`src/rtl/argon_regfile_pkg.sv`:
```
// Shared types, fixed-register index helpers and default parameters
// for the Argon parametrised register file.
package argon_regfile_pkg;
  typedef enum logic [1:0] {
    SP_NONE = 2'b00,
    SP_PUSH = 2'b01,
    SP_POP  = 2'b10,
    SP_RSVD = 2'b11
  } sp_op_e;

  localparam int DEF_DATA_WIDTH = 16;
  localparam int DEF_NUM_REGS   = 8;
  localparam int DEF_READ_PORTS = 2;
  localparam int DEF_FLAG_BITS  = 8;
  localparam int DEF_SP_STRIDE  = 2;
  localparam int DEF_SP_RESET   = 0;

  function automatic int rv_idx(input int n);
    return n - 3;
  endfunction

  function automatic int sp_idx(input int n);
    return n - 2;
  endfunction

  function automatic int f_idx(input int n);
    return n - 1;
  endfunction
endpackage

```
`src/rtl/argon_scoreboard.sv`:
```
// Per-register busy bits for in-flight results: reserve sets, writeback
// clears, flush clears all; r0 is never busy.
module argon_scoreboard
  import argon_regfile_pkg::*;
#(
  parameter  int NUM_REGS = DEF_NUM_REGS,
  localparam int IW       = $clog2(NUM_REGS)
) (
  input  logic                clk,
  input  logic                rst,
  input  logic                wr_valid,
  input  logic [IW-1:0]       wr_idx,
  input  logic                res_valid,
  input  logic [IW-1:0]       res_idx,
  input  logic                flush,
  output logic                res_ready,
  output logic [NUM_REGS-1:0] busy
);
  logic [NUM_REGS-1:0] busy_next;

  // A same-cycle write to the reserved register retires the old producer.
  assign res_ready = res_valid &
                     ((res_idx == '0) | ~busy[res_idx] | (wr_valid & (wr_idx == res_idx)));

  always_comb begin
    busy_next = flush ? '0 : busy;
    if (wr_valid) busy_next[wr_idx] = 1'b0;
    if (res_ready && res_idx != '0) busy_next[res_idx] = 1'b1;
    busy_next[0] = 1'b0;
  end

  always_ff @(posedge clk) begin
    if (rst) busy <= '0;
    else     busy <= busy_next;
  end
endmodule

```
`src/rtl/argon_regfile_sb.sv`:
```
// Register file with write forwarding, busy scoreboard, flags merge and
// a stack-pointer unit generating push/pop addresses.
module argon_regfile_sb
  import argon_regfile_pkg::*;
#(
  parameter  int DATA_WIDTH = DEF_DATA_WIDTH,
  parameter  int NUM_REGS   = DEF_NUM_REGS,
  parameter  int READ_PORTS = DEF_READ_PORTS,
  parameter  int FLAG_BITS  = DEF_FLAG_BITS,
  parameter  int SP_STRIDE  = DEF_SP_STRIDE,
  parameter  int SP_RESET   = DEF_SP_RESET,
  localparam int IW         = $clog2(NUM_REGS)
) (
  input  logic                             i_Clk,
  input  logic                             i_Reset,
  input  logic [READ_PORTS*IW-1:0]         i_RdIdx,
  output logic [READ_PORTS*DATA_WIDTH-1:0] o_RdData,
  output logic [READ_PORTS-1:0]            o_RdBusy,
  input  logic                             i_WrValid,
  input  logic [IW-1:0]                    i_WrIdx,
  input  logic [DATA_WIDTH-1:0]            i_WrData,
  input  logic                             i_ResValid,
  input  logic [IW-1:0]                    i_ResIdx,
  output logic                             o_ResReady,
  input  logic                             i_FlagsValid,
  input  logic [FLAG_BITS-1:0]             i_Flags,
  input  logic [1:0]                       i_SpOp,
  output logic [DATA_WIDTH-1:0]            o_SpAddr,
  input  logic                             i_Flush
);
  localparam int SP_I = sp_idx(NUM_REGS);
  localparam int F_I  = f_idx(NUM_REGS);

  logic [NUM_REGS-1:1][DATA_WIDTH-1:0] regs;
  logic [NUM_REGS-1:0]                 busy;
  logic [DATA_WIDTH-1:0]               sp_cur, sp_next;
  logic                                sp_upd;

  argon_scoreboard #(.NUM_REGS(NUM_REGS)) u_sb (
    .clk       (i_Clk),
    .rst       (i_Reset),
    .wr_valid  (i_WrValid),
    .wr_idx    (i_WrIdx),
    .res_valid (i_ResValid),
    .res_idx   (i_ResIdx),
    .flush     (i_Flush),
    .res_ready (o_ResReady),
    .busy      (busy)
  );

  for (genvar p = 0; p < READ_PORTS; p++) begin : g_rd
    logic [IW-1:0] idx;
    logic          fwd;
    assign idx = i_RdIdx[p*IW +: IW];
    assign fwd = i_WrValid && (i_WrIdx == idx) && (idx != '0);
    assign o_RdData[p*DATA_WIDTH +: DATA_WIDTH] =
      (idx == '0) ? '0 : (fwd ? i_WrData : regs[idx]);
    assign o_RdBusy[p] = !fwd && busy[idx];
  end

  assign sp_cur = regs[SP_I];

  always_comb begin
    sp_next  = sp_cur;
    o_SpAddr = sp_cur;
    sp_upd   = 1'b0;
    case (sp_op_e'(i_SpOp))
      SP_PUSH: begin
        sp_next  = sp_cur - DATA_WIDTH'(SP_STRIDE);
        o_SpAddr = sp_next;
        sp_upd   = 1'b1;
      end
      SP_POP: begin
        sp_next = sp_cur + DATA_WIDTH'(SP_STRIDE);
        sp_upd  = 1'b1;
      end
      default: ;
    endcase
  end

  // Later NBAs win: a general write to SP blocks the SP update, and the
  // flags overwrite only the low bits after a same-cycle write to F.
  always_ff @(posedge i_Clk) begin
    if (i_Reset) begin
      regs       <= '0;
      regs[SP_I] <= DATA_WIDTH'(SP_RESET);
    end else begin
      if (i_WrValid && i_WrIdx != '0) regs[i_WrIdx] <= i_WrData;
      if (sp_upd && !(i_WrValid && i_WrIdx == IW'(SP_I))) regs[SP_I] <= sp_next;
      if (i_FlagsValid) regs[F_I][FLAG_BITS-1:0] <= i_Flags;
    end
  end
endmodule
```
`config.mk`:
```
export PLATFORM = sky130hd
export DESIGN_NAME = argon_regfile_sb
export DESIGN_NICKNAME = d
export VERILOG_FILES = /design/src/rtl/argon_regfile_pkg.sv /design/src/rtl/argon_scoreboard.sv /design/src/rtl/argon_regfile_sb.sv
export SDC_FILE = /design/constraint.sdc
export NUM_CORES = 1
export LEC_CHECK = 0
export CAP_MARGIN = 0
export CORE_UTILIZATION = 60
export DETAILED_ROUTE_END_ITERATION = 16
export GPL_ROUTABILITY_DRIVEN = 0
export MAX_ROUTING_LAYER = met4
export PLACE_DENSITY = 0.85
export SETUP_SLACK_MARGIN = 0.4
export SYNTH_ARGS = -nofsm -noshare
export SYNTH_HDL_FRONTEND = slang
export SYNTH_SLANG_ARGS = --single-unit
```
`constraint.sdc`:
```
create_clock -name i_Clk -period 5.79 [get_ports i_Clk]
set_input_delay 1.158 -clock i_Clk [delete_from_list [all_inputs] [get_ports i_Clk]]
set_output_delay 1.158 -clock i_Clk [all_outputs]
set_load 0.01 [all_outputs]
```
==> results of run 1 <==
## synth_stat cells, types with 13 or more instances
| master | number |
|---|---|
| a21oi_1 | 110 |
| a22oi_1 | 36 |
| buf_2 | 34 |
| clkbuf_1 | 57 |
| dfxtp_1 | 119 |
| mux2_2 | 34 |
| mux2i_1 | 43 |
| mux4_2 | 30 |
| nand2_1 | 227 |
| nand3_1 | 13 |
| nor2_1 | 80 |
| o21ai_0 | 34 |
| xnor2_1 | 25 |
## worst max-delay path: stages
cell and delay [ns]:
clkdlybuf4s50_1 0.69, buf_4 0.33, nor2b_1 0.11, buf_4 0.24, a22oi_1 0.12, o21ai_0 0.23
mux2i_1 0.12, nor2_1 0.15, clkdlybuf4s50_1 0.58
## final timing paths
kind / slack (ns) / cells past startpoint / start / end
max: 0.89 / 9 / i_RdIdx[0] / o_RdData[14]
min: 0.47 / 2 / regs[12] / regs[12]
max reg2reg: 3.76 / 5 / sp_cur[3] / sp_cur[11]
min reg2reg: 0.47 / 2 / regs[12] / regs[12]
## registers in the layout, summed over array words and instances (netlist names)
register	flops
regs	96
sp_cur	16
u_sb.busy	7
## cells by family (layout without fill, tap and decap cells)
| group | Yosys count | count (layout) | share of synthesized area, % |
|---|---|---|---|
| compound gates | 216 | 216 | 16.4 |
| xor+xnor | 34 | 34 | 3.76 |
| fa+ha+maj | 4 | 4 | 0.632 |
| buf+inv | 116 | 151 | 7.20 |
| flops | 119 | 119 | 30.1 |
| mux | 111 | 111 | 20.1 |
| simple gates | 388 | 388 | 21.8 |
## layout make-up
type / count / area, um2 / share of cell area [%]
repair buffers: 113 / 1080 / 11.6
clock buffers: 20 / 457 / 4.90
multi-input cells: 753 / 4970 / 53.3
clock inverters: 12 / 199 / 2.13
flip-flops and latches: 119 / 2380 / 25.5
inverters: 6 / 22.5 / 0.241
well taps: 172 / 215 / 2.31
## stage by stage
step / util (%) / instance area (um2) / power, mW
3_5_place_dp: 68.2 / 8670 / 1.37
3_3_place_gp: 68.2 / 8670 / 1.36
5_1_grt: 73.3 / 9330 / 2.63
4_1_cts: 73.3 / 9330 / 2.54
2_1_floorplan: - / 7920 / 1.21
6_report: 73.3 / 9330 / 2.55
## where the power goes
part	leakage [nW]	internal, mW	total [mW]	switching [mW]
clock	0.308	0.784	1.18	0.395
combinational	2.23	0.219	0.466	0.247
sequential	0.966	0.848	0.905	0.0574
total	3.50	1.85	2.55	0.699
## metal layers
layer  global-route usage [%]  up-vias
met2                     58.3      584
met3                     8.81      117
li1                         -     3518
met4                     16.5        0
met5                        -        -
met1                     48.2     3696
==> run_results.csv, run 1 <==
group,metric,value,unit
run_status,status,"completed",
clocking,hold_buffers,0,
global_routing,grt_pass1_wl,38100,um
timing,setup_ws,0.890,ns
worst_setup_path,cp.arrival,3.74,ns
drt,vias,7915,
job,maxCapViolCount,0,
logic_synthesis,synth_area,7920,um2
global_routing,grt_pass1_vias,7304,
worst_setup_path,crit_type,"primary input to primary output",
timing,max_freq,0.204,GHz
floorplanning,start_util,62.3,%
clocking,clockBufferDepth,2,
logic_synthesis,ys.warnings.count,0,
clocking,clkSlewWorstSetupHoldPaths,0.06,ns
clocking,cts_tree,"done",
worst_setup_path,start_kind,"primary input",
worst_setup_path,worstPathMaxFanout,17,
clocking,insertion_delay,0.43,ns
floorplanning,die_area,13700,um2
floorplanning,die_h,117,um
timing,slew_violations,0,
worst_setup_path,end_kind,"primary output",
clocking,clock-root-buffer,"clkbuf_16",
layout,finalNetCount,1058,
logic_synthesis,dominantRegCellSynth,"dfxtp_1",
logic_synthesis,async_flop_share,0,%
logic_synthesis,synth_top_area_share,30.1,%
hold_path,hold_class,"flip-flop to flip-flop",
timing,period_share,84.6,%
layout,final_cell_mix,"227 x nand2_1, 119 x dfxtp_1, 110 x a21oi_1",
timing,worst_slew_pin_slew,1.15,ns
drt,drc_errors,0,
global_routing,grt_max_degree,61,
floorplanning,core_area,12700,um2
place,dp_cells,1163,
logic_synthesis,synth_seq_cells,119,
clocking,cts_max_level,4,
drt,antenna_left,0,
floorplanning,io_pins,95,
drt,met1Wirelength,9330,um
global_routing,overflow,0,
drt,wl_met2,11200,um
floorplanning,fp-row-count,41,
layout,nFillCells,975,
clocking,ctsResizeCount,0,
timing,rsz0062_at_grt,"no",
drt,wl_per_cell,20.4,um
clocking,post_cts_buffers,0,
pwr,ir_drop,0.223,mV
clocking,cts_sinks,119,
timing,hold_viol,0,
timing,relSlewSlack,23.6,%
global_routing,antenna_found_initial,0,
drt,firstDrtPassIters,6,
logic_synthesis,synthCells,988,
place,portBuffers,94,
layout,syn2layout_area_growth,17.8,%
timing,fin_skew,0.00407,ns
layout,layout_commonest_cell,"nand2_1",
logic_synthesis,yosysTopAreaCell,"dfxtp_1",
pwr,power_density,273,nW/um2
logic_synthesis,yosysUniqueCellTypes,64,
clocking,numCtsBuffers,17,
logic_synthesis,synth_edf_count,0,
drt,highest_layer,"met4",
logic_synthesis,synth.net_count,1036,
worst_setup_path,worst-endpoint-required,4.63,ns
pwr,p_leak,3.50,nW
logic_synthesis,synthTopCellsByArea,"dfxtp_1 30%, nand2_1 11%, mux4_2 8.5%",
place,dp_slack,0.977,ns
layout,antennaDiodeCount,0,
drt,routed_wl,24400,um
logic_synthesis,avgSynthCellArea,8.02,um2
floorplanning,fp.dieW,117,um
drt,wl_met3,2900,um
logic_synthesis,ys_seq_area_share,30.1,%
timing,min_period,4.90,ns
layout,fin_cells,1195,
place,dp_hpwl,15800,um
timing,whs,0.469,ns
global_routing,grtUsageTotal,38.1,%
drt,via_per_inst,6.62,
timing,finalSetupViolations,0,
drt,drt_iter0_markers,1387,
layout,drive_above_1_share,12.9,%
timing,finalSetupTns,0,ns
Power figures use the tool's default switching activity.
==> run 2: changes to the inputs <==
CORE_UTILIZATION = 57   (was 60)
PLACE_DENSITY = 0.81   (was 0.85)
clock period = 5 ns   (was 5.79 ns; I/O delays follow)
==> run 2 against run 1 <==
Largest cell class unchanged. Sequential power up 16%. Worst setup slack worse by 0.30 ns. Global-route usage down 3.3 points. Cell count up 0.75%. Sequential share of layout area up 0.082 points. Cell area down 0.32%. First-iteration DRC count down 23%.
==> run_results.csv, run 2 (same netlist as run 1, synthesis figures left out) <==
group,metric,value,unit
run_status,status,"completed",
timing,max_freq,0.227,GHz
clocking,numCtsBuffers,17,
drt,vias,7559,
drt,antenna_left,0,
worst_setup_path,reg2reg_depth,5,
drt,via_per_inst,6.28,
hold_path,holdPathStages,2,
timing,relSlewSlack,15.0,%
timing,finalSetupTns,0,ns
layout,layout_commonest_cell,"nand2_1",
worst_setup_path,end_kind,"primary output",
place,dp_slack,0.511,ns
hold_path,min_to,"regs[109]",
timing,whs,0.466,ns
layout,finalNetCount,1063,
timing,finalSetupViolations,0,
pwr,p_leak,3.52,nW
drt,routed_wl,23100,um
timing,fin_skew,0.00339,ns
floorplanning,die_h,120,um
floorplanning,io_pins,95,
layout,fin_cells,1204,
layout,nFillCells,1090,
floorplanning,die_area,14400,um2
drt,drc_errors,0,
layout,antennaDiodeCount,0,
worst_setup_path,r2r_slack,2.91,ns
global_routing,grt_max_degree,65,
layout,drive_above_1_share,13.1,%
drt,firstDrtPassIters,6,
global_routing,antenna_found_initial,0,
place,dp_cells,1172,
timing,worst_slew_pin_slew,1.27,ns
layout,regMostFlops,"regs",
clocking,cts_tree,"done",
hold_path,timing.hold.worst.start,"regs[109]",
layout,utilization,69.4,%
worst_setup_path,crit_type,"primary input to primary output",
pwr,ir_drop,0.265,mV
layout,postLayoutCellArea,9300,um2
worst_setup_path,cp.arrival,3.41,ns
timing,setup_ws,0.586,ns
global_routing,overflow,0,
floorplanning,start_util,59.1,%
timing,slew_violations,0,
global_routing,grtUsageTotal,34.7,%
drt,wl_per_cell,19.2,um
clocking,insertion_delay,0.42,ns
clocking,post_cts_buffers,0,
timing,period_share,88.3,%
floorplanning,fp-row-count,42,
layout,final_cell_mix,"227 x nand2_1, 119 x dfxtp_1, 110 x a21oi_1",
drt,drt_iter0_markers,1071,
layout,largest_reg_flops,96,
floorplanning,core_area,13400,um2
clocking,clock-root-buffer,"clkbuf_16",
clocking,clockBufferDepth,2,
clocking,cts_sinks,119,
global_routing,grt_pass1_vias,7000,
timing,hold_viol,0,
job,maxCapViolCount,0,
pwr,power_density,302,nW/um2
worst_setup_path,r2r_start,"sp_cur[3]",
pwr,finalPower,2.81,mW
hold_path,hold_class,"flip-flop to flip-flop",
clocking,clkSlewWorstSetupHoldPaths,0.05,ns
timing,rsz0062_at_grt,"no",
worst_setup_path,r2r_end,"sp_cur[9]",
layout,syn2layout_area_growth,17.4,%
clocking,cts_max_level,4,
global_routing,grt_pass1_wl,37600,um
worst_setup_path,worstPathMaxFanout,17,
place,placed_area,8710,um2
floorplanning,fp.dieW,120,um
place,dp_hpwl,15700,um
worst_setup_path,start_kind,"primary input",
worst_setup_path,worst-endpoint-required,4.00,ns
timing,min_period,4.41,ns
place,portBuffers,94,
## run 2: critical path, cell delays in order
cell and delay, ns:
clkdlybuf4s50_1 0.75, nor2b_1 0.23, buf_4 0.27, a22oi_1 0.14, o21ai_0 0.16, mux2i_1 0.10, nor2_1 0.19, clkdlybuf4s50_1 0.57
## run 2: worst max path at each step
stage / cells past startpoint / end / from
finish: 8 / o_RdData[23] / i_RdIdx[3]
global route: 8 / o_RdData[21] / i_RdIdx[3]
CTS: 8 / o_RdData[14] / i_RdIdx[0]
detailed placement: 6 / o_RdData[12] / i_RdIdx[0]
global placement: 8 / o_RdData[14] / i_RdIdx[0]
floorplan: 7 / o_RdData[24] / i_RdIdx[5]
## run 2: power breakdown
group / leakage (nW) / switching [mW] / internal, mW
Combinational: 2.26 / 0.280 / 0.255
Clock: 0.294 / 0.435 / 0.788
Sequential: 0.966 / 0.0653 / 0.982
## run 2: cell type report
type	instances	area (um2)	area share (%)
clock inverters	11	130	1.40
flip-flops and latches	119	2380	25.6
well taps	176	220	2.37
inverters	6	22.5	0.242
clock buffers	21	450	4.85
repair buffers	118	1120	12.1
multi-input cells	753	4970	53.4
## run 2: per-layer routing
| metal | global-route usage, % | part of all wire (%) |
|---|---|---|
| met5 | - | 0 |
| met4 | 12.3 | 2.2 |
| met3 | 6.37 | 9.8 |
| met2 | 52.5 | 46 |
| met1 | 46.7 | 42 |
## run 2: repair_timing
| item | in CTS | in global routing |
|---|---|---|
| hold buffers | 0 | 0 |
| setup endpoints to repair | 0 | 12 |
| gates resized for setup | 0 | 1 |
